## src/rtl/if_id_skid_buffer.sv

```systemverilog
// ============================================================================
// Module   : if_id_skid_buffer
// Purpose  : Two-entry IF/ID valid/ready buffer with a skid entry and flush.
//            Define IF_ID_PERF_CNT_EN to add the stall/flush counters.
// Revision : 1.0 - initial release
// ============================================================================
`default_nettype none

module if_id_skid_buffer #(
    parameter int               XLEN      = 32,
    parameter logic [XLEN-1:0]  NOP_INSTR = 32'h00000013
) (
    input  logic            clk,
    input  logic            rst,
    input  logic            flush,
    input  logic            in_valid,
    output logic            in_ready,
    input  logic [XLEN-1:0] in_pc,
    input  logic [XLEN-1:0] in_instr,
    input  logic            in_pred_taken,
    output logic            out_valid,
    input  logic            out_ready,
    output logic [XLEN-1:0] out_pc,
    output logic [XLEN-1:0] out_instr,
    output logic            out_pred_taken,
    output logic [31:0]     stall_cnt,
    output logic [31:0]     flush_cnt
);

    localparam logic [1:0] ST_EMPTY = 2'd0;
    localparam logic [1:0] ST_ONE   = 2'd1;
    localparam logic [1:0] ST_FULL  = 2'd2;

    logic [1:0]      state_q, state_d;
    logic [XLEN-1:0] head_pc_q, head_pc_d;
    logic [XLEN-1:0] head_instr_q, head_instr_d;
    logic            head_pred_q, head_pred_d;
    logic [XLEN-1:0] skid_pc_q, skid_pc_d;
    logic [XLEN-1:0] skid_instr_q, skid_instr_d;
    logic            skid_pred_q, skid_pred_d;

    logic w_push;
    logic w_pop;

    // Handshake flags come only from the state flop so fetch pc_en is registered.
    assign in_ready  = (state_q != ST_FULL);
    assign out_valid = (state_q != ST_EMPTY);
    assign w_push    = in_valid & in_ready;
    assign w_pop     = out_valid & out_ready;

    assign out_pc         = head_pc_q;
    assign out_instr      = (state_q == ST_EMPTY) ? NOP_INSTR : head_instr_q;
    assign out_pred_taken = (state_q == ST_EMPTY) ? 1'b0 : head_pred_q;

    always_comb begin
        state_d      = state_q;
        head_pc_d    = head_pc_q;
        head_instr_d = head_instr_q;
        head_pred_d  = head_pred_q;
        skid_pc_d    = skid_pc_q;
        skid_instr_d = skid_instr_q;
        skid_pred_d  = skid_pred_q;

        if (flush) begin
            state_d      = ST_EMPTY;
            head_instr_d = NOP_INSTR;
            head_pred_d  = 1'b0;
        end else begin
            case (state_q)
                ST_EMPTY: begin
                    if (w_push) begin
                        state_d      = ST_ONE;
                        head_pc_d    = in_pc;
                        head_instr_d = in_instr;
                        head_pred_d  = in_pred_taken;
                    end
                end
                ST_ONE: begin
                    if (w_push && w_pop) begin
                        head_pc_d    = in_pc;
                        head_instr_d = in_instr;
                        head_pred_d  = in_pred_taken;
                    end else if (w_push) begin
                        state_d      = ST_FULL;
                        skid_pc_d    = in_pc;
                        skid_instr_d = in_instr;
                        skid_pred_d  = in_pred_taken;
                    end else if (w_pop) begin
                        state_d      = ST_EMPTY;
                    end
                end
                ST_FULL: begin
                    if (w_pop) begin
                        state_d      = ST_ONE;
                        head_pc_d    = skid_pc_q;
                        head_instr_d = skid_instr_q;
                        head_pred_d  = skid_pred_q;
                    end
                end
                default: begin
                    state_d = ST_EMPTY;
                end
            endcase
        end
    end

    always_ff @(posedge clk or posedge rst) begin
        if (rst) begin
            state_q      <= ST_EMPTY;
            head_pc_q    <= '0;
            head_instr_q <= NOP_INSTR;
            head_pred_q  <= 1'b0;
            skid_pc_q    <= '0;
            skid_instr_q <= '0;
            skid_pred_q  <= 1'b0;
        end else begin
            state_q      <= state_d;
            head_pc_q    <= head_pc_d;
            head_instr_q <= head_instr_d;
            head_pred_q  <= head_pred_d;
            skid_pc_q    <= skid_pc_d;
            skid_instr_q <= skid_instr_d;
            skid_pred_q  <= skid_pred_d;
        end
    end

`ifdef IF_ID_PERF_CNT_EN
    logic [31:0] stall_cnt_q, stall_cnt_d;
    logic [31:0] flush_cnt_q, flush_cnt_d;

    // Both counters saturate rather than wrap.
    always_comb begin
        stall_cnt_d = stall_cnt_q;
        flush_cnt_d = flush_cnt_q;
        if (in_valid && !in_ready && (stall_cnt_q != 32'hFFFF_FFFF)) begin
            stall_cnt_d = stall_cnt_q + 32'd1;
        end
        if (flush && (flush_cnt_q != 32'hFFFF_FFFF)) begin
            flush_cnt_d = flush_cnt_q + 32'd1;
        end
    end

    always_ff @(posedge clk or posedge rst) begin
        if (rst) begin
            stall_cnt_q <= '0;
            flush_cnt_q <= '0;
        end else begin
            stall_cnt_q <= stall_cnt_d;
            flush_cnt_q <= flush_cnt_d;
        end
    end

    assign stall_cnt = stall_cnt_q;
    assign flush_cnt = flush_cnt_q;
`else
    assign stall_cnt = 32'd0;
    assign flush_cnt = 32'd0;
`endif

endmodule

`default_nettype wire
```

## config.mk

```make
export PLATFORM = sky130hd
export DESIGN_NAME = if_id_skid_buffer
export DESIGN_NICKNAME = d
export VERILOG_FILES = /design/src/rtl/if_id_skid_buffer.sv
export SDC_FILE = /design/constraint.sdc
export NUM_CORES = 1
export LEC_CHECK = 0
export ABC_AREA = 1
export CELL_PAD_IN_SITES_DETAIL_PLACEMENT = 2
export CELL_PAD_IN_SITES_GLOBAL_PLACEMENT = 2
export CORE_MARGIN = 5
export CORE_UTILIZATION = 24
export DETAILED_ROUTE_END_ITERATION = 10
export GPL_TIMING_DRIVEN = 0
export HOLD_SLACK_MARGIN = 0.02
export PLACE_DENSITY = 0.8
export SETUP_SLACK_MARGIN = 0.1
export SYNTH_ARGS = -nofsm -noshare
export SYNTH_HDL_FRONTEND = slang
export SYNTH_SLANG_ARGS = --single-unit
```

## constraint.sdc

```tcl
create_clock -name clk -period 4.15 [get_ports clk]
set_input_delay 0.83 -clock clk [delete_from_list [all_inputs] [get_ports clk]]
set_output_delay 0.83 -clock clk [all_outputs]
set_load 0.02 [all_outputs]
```

### Word-level counts from Yosys, hierarchy flattened

Index checks and enable logic that the tools add are counted.

| storage, ports and cells | value |
|---|---|
| flip-flop bits (word level) | 132 |
| output and inout bits | 131 |

| cells by class | value |
|---|---|
| equal/unequal tests | 11 |
| mux-type cells | 23 |
| bitwise logic cells | 4 |
| reductions and logical operators | 9 |

Operators with widths:

| cell | count |
|---|---|
| two-way mux 32 bit | 8 |
| case mux 32 bit (3 select lines) | 2 |
| two-way mux 2 bit | 6 |
| inequality test 3 bit (second input constant) | 4 |
| AND reduction 4 bit | 3 |
| inequality test 2 bit (second input constant) | 4 |
| case mux 2 bit (3 select lines) | 1 |
| two-way mux 1 bit | 5 |
| AND reduction 5 bit | 1 |
| inequality test 4 bit (second input constant) | 1 |
| nonzero test 4 bit | 1 |
| case mux 1 bit (3 select lines) | 1 |
| nonzero test 3 bit | 1 |
| AND 1 bit | 2 |
| equality test 2 x 1 -> 1 bit (second input constant) | 1 |
| equality test 2 bit (second input constant) | 1 |
| logical NOT 2 bit | 1 |
| inverter 1 bit | 2 |
| nonzero test 2 bit | 1 |
| logical AND 1 bit | 1 |

### Logic depth before layout (Yosys ltp)

| depth | value |
|---|---|
| depth after elaboration | 7 |
| mapped depth | 11 |

### Worst setup path before layout

OpenSTA, ideal clock, no wires.

| timing | value |
|---|---|
| path type | register to output |
| start point | register state_q[0] |
| end point | output port in_ready |
| arrival | 1.299 ns |
| required time | 3.320 ns |
| path slack | 2.021 ns |
| stages on the path, launching flop included | 7 |
| buffers on the path | 3 |
| cell sequence | dfrtp_1 > inv_1 > ha_1 > buf_4 > inv_2 > buf_2 > buf_2 |

| on the way | value |
|---|---|
| word-level cells in the longest chain between the ends | 1 |

RTL lines:

| element | RTL line | RTL |
|---|---|---|
| start: declaration | 34 | `logic [1:0] state_q, state_d;` |
| start signal: assignment | 117 | `state_q <= state_d;` |
| inequality test 2 bit | 46 | `assign in_ready = (state_q != ST_FULL);` |
| end: declaration | 17 | `output logic in_ready,` |

No other way between the ends.

### Worst setup path after layout

Ends and elaborated chain as after synthesis.

==> run summary <==
Bufs on Longest Clock Path: 2
result of the run: finished, final reports clean
setup bufs post-CTS: 0
H-Tree Depth: 4
met3 Track Usage GR: 0.0348
Worst Tran Pin Value: 0.637 ns
Root Driver: clkbuf_16
crit path kind: reg2out
clock sink count: 132
clock latency at the later pin of the worst-skew pair: 0.42 ns
Post-Syn Instances: 881
Layout Skew: 0.0122 ns
Period Utilization, post-route: 0.857
die width: 179 um
vias in the first global route: 7433
Synth warnings: 0
Setup violations, final: 0
Storage cell area: 0.00331 sq mm
Core Area: 0.0285 sq mm
final weighted congestion in routability-driven placement: 0.774
Final Max Tran Viols: 0
DRT iter0 DRCs: 223
mean post-synth cell area: 7.82 sq um
share of cells above drive strength 1: 0.134
initial cell density of the core: 0.241
Final nets: 1177
worst-path fanout max: 10
DR WL/cell: 16.4 um
element type at the critical path start: register
via count: 6403
TritonCTS clock tree: done
PwrDens: 690 mW/mm^2
sequential area share after synthesis: 0.480
VDD IR max: 0.255 mV
synthesized area: 0.00689 sq mm
Req. time, crit path: 3.32 ns
proportion of netlist area held by the largest area contributor: 0.468
first-pass GRT wire length: 40.3 mm
dpl ws: 1.00 ns
Final Hold Fails: 0
GR Util met2: 0.279
cell area after layout: 0.00971 sq mm
number of remaining DRC errors: 0
Leak: 0.00509 uW
die area: 0.0322 sq mm
TritonCTS Buffers: 17
busiest metal layer after global routing: met2
# hold bufs at CTS: 0
reg-to-reg startpoint: state_q[0]$_DFFE_PP0P_
dpl hpwl: 18.2 mm
antenna-violating nets left: 0
DRT Pass-1 Iters: 6
antenna diode instance count: 0
XOR/XNOR Fraction of Synth Area: 0
WP data arrival: 2.73 ns
largest family of logic cells by synthesized area: simple AND/OR/NAND/NOR gates
f_max: 281 MHz
gr usage total: 0.154
Filler cells: 3361
commonest non-fill, non-tap cell in the layout: nand2_1
#FFs+latches synth: 132
number of max-cap violations: 0
multiplexer share of the synthesized area: 0
most frequent cells in the layout: nand2_1, clkdlybuf4s50_1, dfrtp_1
biggest area consumer among synthesized cells: dfrtp_1
Setup WS post-layout: 0.594 ns
Via-to-Cell Ratio: 4.27
Worst Hold Class: reg2reg
met1 Track Usage GR: 0.185
area of the multi-input gates: 0.00266 sq mm
setup TNS: 0 ns
Synth area leaders: dfrtp_1, nand2_1, buf_4
clock-pin slew on the worst setup and hold paths: 0.06 ns
nature of the critical path endpoint: primary output
Worst Setup SP: state_q[0]$_DFFE_PP0P_
Overflow after GRT: 0
final wirelength: 24.6 mm
largest net degree at the start of global routing: 40
Post-Synth Adder-Cell Area: 0.00726
Synth Area in Compound Gates: 0.159
input/output buffers: 136
unrepaired setup endpoints after global routing: no
Post-Synth Simple-Gate Area: 0.185
DP Area: 0.00905 sq mm
Die Ht: 179 um
final hold slack: 0.483 ns
Post-CTS Resized: 0
row count: 62
I/O pins: 201
P&R area growth vs syn: 40.9%
Hold Crit Start: skid_pc_q[13]$_DFFE_PP0P_
synth unique cells: 20
antenna violations before repair: 2
Slew HR: 0.575
Tmin final: 3.56 ns
Final Power: 6700 uW
area by class of cell:
cell class / instances / share of cell area
Sequential cell: 132 / 0.341
Multi-Input combinational cell: 587 / 0.274
Timing Repair Buffer: 140 / 0.149
Buffer: 117 / 0.0779
Tap cell: 384 / 0.0495
Clock buffer: 18 / 0.0442
Inverter: 108 / 0.0422
Clock inverter: 14 / 0.0231
where the power goes:
part           internal (uW)  total (uW)  switching [uW]  leakage (uW)
clock network           1080        1700             625      0.000315
logic                   1110        2790            1690       0.00311
registers               1900        2200             305       0.00166
cells in the mapped netlist:
| cell | number |
|---|---|
| nand2_1 | 181 |
| dfrtp_1 | 129 |
| inv_1 | 104 |
| o21ai_0 | 103 |
| nor2_1 | 95 |
| buf_4 | 76 |
| o21ai_1 | 59 |
| nand3_1 | 39 |
| o21bai_1 | 33 |
| buf_2 | 25 |
| clkbuf_1 | 16 |
| ha_1 | 4 |
| inv_2 | 4 |
| a21oi_1 | 3 |
| dfstp_2 | 3 |
| nand2_2 | 2 |
| nor2_4 | 2 |
| a21boi_4 | 1 |
| conb_1 | 1 |
| nand3_2 | 1 |
per-layer routing:
metal | up-vias | wire length [um]
li1 | 3064 | -
met5 | - | 27
met1 | 3187 | 10500
met2 | 123 | 12800
met4 | 4 | 330
met3 | 25 | 897
registers in the layout, indices dropped and copies added (netlist names):
signal / cells
head_instr_q: 32
out_pc: 32
skid_instr_q: 32
skid_pc_q: 32
state_q: 2
head_pred_q: 1
skid_pred_q: 1
path summary, 6_finish.rpt:
check | to | slack [ns] | cells after the start
min in group asynchronous | head_instr_q[25]$_DFFE_PP0P_ | 0.78 | 2
min | skid_pc_q[13]$_DFFE_PP0P_ | 0.48 | 2
min reg2reg | skid_pc_q[13]$_DFFE_PP0P_ | 0.48 | 2
max reg2reg | head_instr_q[0]$_DFFE_PP1P_ | 1.91 | 11
max in group asynchronous | skid_pc_q[7]$_DFFE_PP0P_ | 2.39 | 5
max | in_ready | 0.59 | 7
stage by stage:
| step | std cells | utilization |
|---|---|---|
| after floorplan | 944 | - |
| after global placement | 1464 | 0.314 |
| after detailed placement | 1468 | 0.317 |
| after CTS | 1500 | 0.340 |
| after global routing | 1500 | 0.340 |
| final | 1500 | 0.340 |
critical path, cell delays in order, from the launching register on:
cell and delay (ns):
dfrtp_1 0.42, inv_1 0.10, ha_1 0.24, buf_4 0.19, inv_2 0.14, buf_2 0.28
buf_2 0.28, clkdlybuf4s50_1 0.65
cell families after synthesis:
logic type	Yosys count
AOI/OAI and AO/OA	199
other	1
adders and majority gates	4
and+or+nand+nor	320
DFF	132
buffers and inverters	225
No activity file was read; power rests on OpenSTA's default activity.
==> edit, RTL diff (same flow settings) <==
Change the parameter `NOP_INSTR` from 32'h00000013 to 32'h00000009.
--- a/src/rtl/if_id_skid_buffer.sv
+++ b/src/rtl/if_id_skid_buffer.sv
@@ -8,7 +8,7 @@
 
 module if_id_skid_buffer #(
     parameter int               XLEN      = 32,
-    parameter logic [XLEN-1:0]  NOP_INSTR = 32'h00000013
+    parameter logic [XLEN-1:0]  NOP_INSTR = 32'h00000009
 ) (
     input  logic            clk,
     input  logic            rst,
Check against the original RTL: not equivalent (a bounded check fails within 4 cycles, from zero or initial values and one cycle with rst high).
==> edit against the original RTL <==
Synthesized cell count up 0.11%. Worst setup slack gained 0.0059 ns. Power grew 1.1%. Wire length decreased by 1.7%. Hold slack is essentially flat. Design area increased by 2.2%. Sequential cell count unchanged. Critical path depth shrank 1. Area after synthesis up 3.4%.
==> edit: results (changes against the original RTL) <==
----------------------------------------------------
[GRT]
  Global-route wire length before repair ... 39.00 mm (-3.2%)
  Met3 track demand over resource ... 0.02810 (-0.006657)
  Met1 Use GR ... 0.1871 (+0.002404)
  Met2 layer usage reported by global route ... 0.2568 (-0.02184)
  Maximum number of pins on one net before global-route repair ... 34 (-15%)
  Number of global-route vias before repair ... 7237 (-2.6%)
  Initial antenna violation count ... 0 (-2)
  Total GRT Usage ... 0.1474 (-0.006388)

[Logic synthesis]
  Most area-consuming cells after synthesis ... dfrtp_1 (46%), nand2_1 (9.3%), o21ai_0 (8.1%)
  Primary FF master, synth ... dfrtp_1
  Netlist cell types ... 26 (+30%)
  Top cells by count, synth ... nand2_1 (176), dfrtp_1 (130), o21ai_0 (115)
  Ys Warns ... 0 (unchanged)
  Fraction of the yosys area taken by sequential cells ... 0.4640 (-0.01594)
  Share of flip-flops with an asynchronous set or reset after synthesis ... 1.000 (unchanged)

[CTS]
  Cts-stage hold buffer count ... 0 (unchanged)
  CTS Buffer Depth ... 2 (unchanged)
  Clock insertion delay at the later pin of the skew report ... 0.42 ns (about the same)
  # resized after CTS ... 0 (unchanged)
  H-Tree Level Count ... 4 (unchanged)
  TritonCTS buffer count ... 17 (unchanged)
  Cell at the root of the clock tree ... clkbuf_16
  Setup Buffers After CTS ... 0 (unchanged)
  Clock transition time at the flip-flop clock pins of the worst setup and hold paths ... 0.06 ns (about the same)

[Place]
  IO buf count ... 136 (unchanged)
  Worst slack at placement ... 0.9836 ns (-0.01882 ns)
  Placement-stage cell area ... 9301 um2 (+2.8%)
  Global placement routability congestion ... 0.7591 (-1.9%)
  Half-perimeter wire length after placement ... 18.42 mm (+1.4%)

[Critical path]
  Critical path's top delay family ... buffers and inverters
  CP max FO ... 10 (unchanged)
  Delay of the slowest cell on the worst path ... 0.70 ns (+0.05 ns)
  Worst Path Arrival ... 2.72 ns (about the same)
  Slowest stage cell on the critical path ... clkdlybuf4s50_1
  Critical Path Start ... state_q[0]

[Cells and area]
  Share of layout cells above drive strength 1 ... 0.1647 (+0.03032)
  # diodes ... 0 (unchanged)
  Number of nets in the final layout ... 1178 (+0.085%)

[Drt]
  First drt pass iteration count ... 4 (-2)
  Detailed router's first-iteration violation count ... 231 (+3.6%)
  Final Routed Wirelength ... 24.14 mm (-1.7%)
  Number of vias in the routed layout ... 6403 (unchanged)

[Pwr]
  Reported leakage power ... 5.153 nW (+1.3%)
  Max IR drop VDD ... 248.0 uV (-2.7%)
  Combinational power ... 2.96 mW (+6%)
  Switching part of the total ... 0.3992 (+0.008692)
  Sequential power share ... 0.321 (-0.008)

[STA]
  Transition time at the pin with the least slew margin ... 0.6350 ns (-0.002033 ns)
  Clock Skew ... 0.007922 ns (-0.004232 ns)

[Worst hold path]
  Path type of the worst min-delay path ... reg2reg
  Critical hold path startpoint ... out_pc[24]

[Outcome]
  Run status ... finished clean

[Job]
  Max_cap viols ... 0 (unchanged)

----------------------------------------------------
==> edit: changes by cell type in the layout (fill, tap and decap cells not counted), moves of 7 or more <==
cell	change
buf_4	-7
o21ai_1	-41
o21ai_2	+29
buf_2	-12
buf_6	+16
o21ai_0	+12
==> edit: path summary, 6_finish.rpt <==
kind                               endpoint  slack [ns]  cells past startpoint
setup reg to reg                skid_pred_q        2.08                     10
hold / removal                   out_pc[24]        0.48                      2
hold reg to reg                  out_pc[24]        0.48                      2
setup / recovery                   in_ready        0.60                      6
min in group asynchronous  head_instr_q[27]        0.80                      2
max in group asynchronous   head_instr_q[3]        2.50                      4
==> edit: through the flow <==
stage / instances / utilization / power, mW
finish: 1507 / 0.3365 / 6.768
global route: 1507 / 0.3365 / 7.256
floorplan: 945 / - / 4.006
detailed placement: 1475 / 0.3155 / 5.218
CTS: 1507 / 0.3365 / 6.891
global placement: 1471 / 0.3125 / 5.071
==> edit: per-layer routing <==
metal | up-vias | wire (um)
li1 | 3074 | -
met1 | 3171 | 10910
met2 | 137 | 11970
met3 | 21 | 934
met4 | 0 | 328
met5 | - | 0
==> edit: cells by family (layout without fill, tap and decap cells) <==
group,count (synthesis),after routing,share of synthesized area
other cells,1,64,0.0005264
simple gates,322,322,0.1862
flops,132,132,0.4640
fa+ha+maj,4,4,0.007025
compound gates,198,198,0.1679
buf+inv,225,397,0.1744
==> edit: worst reg2reg max path, delay by kind of cell (launching register included) <==
family,cells,cell delay (ns)
flops,1,0.44
fa+ha+maj,1,0.21
compound gates,1,0.09
buf+inv,5,0.94
simple gates,3,0.30
==> edit: area by class of cell <==
class	instances	area, um2
clock buffer	17	425.4
clock inverter	15	192.7
multi-input combinational	588	2813
timing repair buffer	140	1449
fill	3432	19560
inverter	108	411.6
tap	390	488.0
buffer	117	834.6
sequential	132	3306
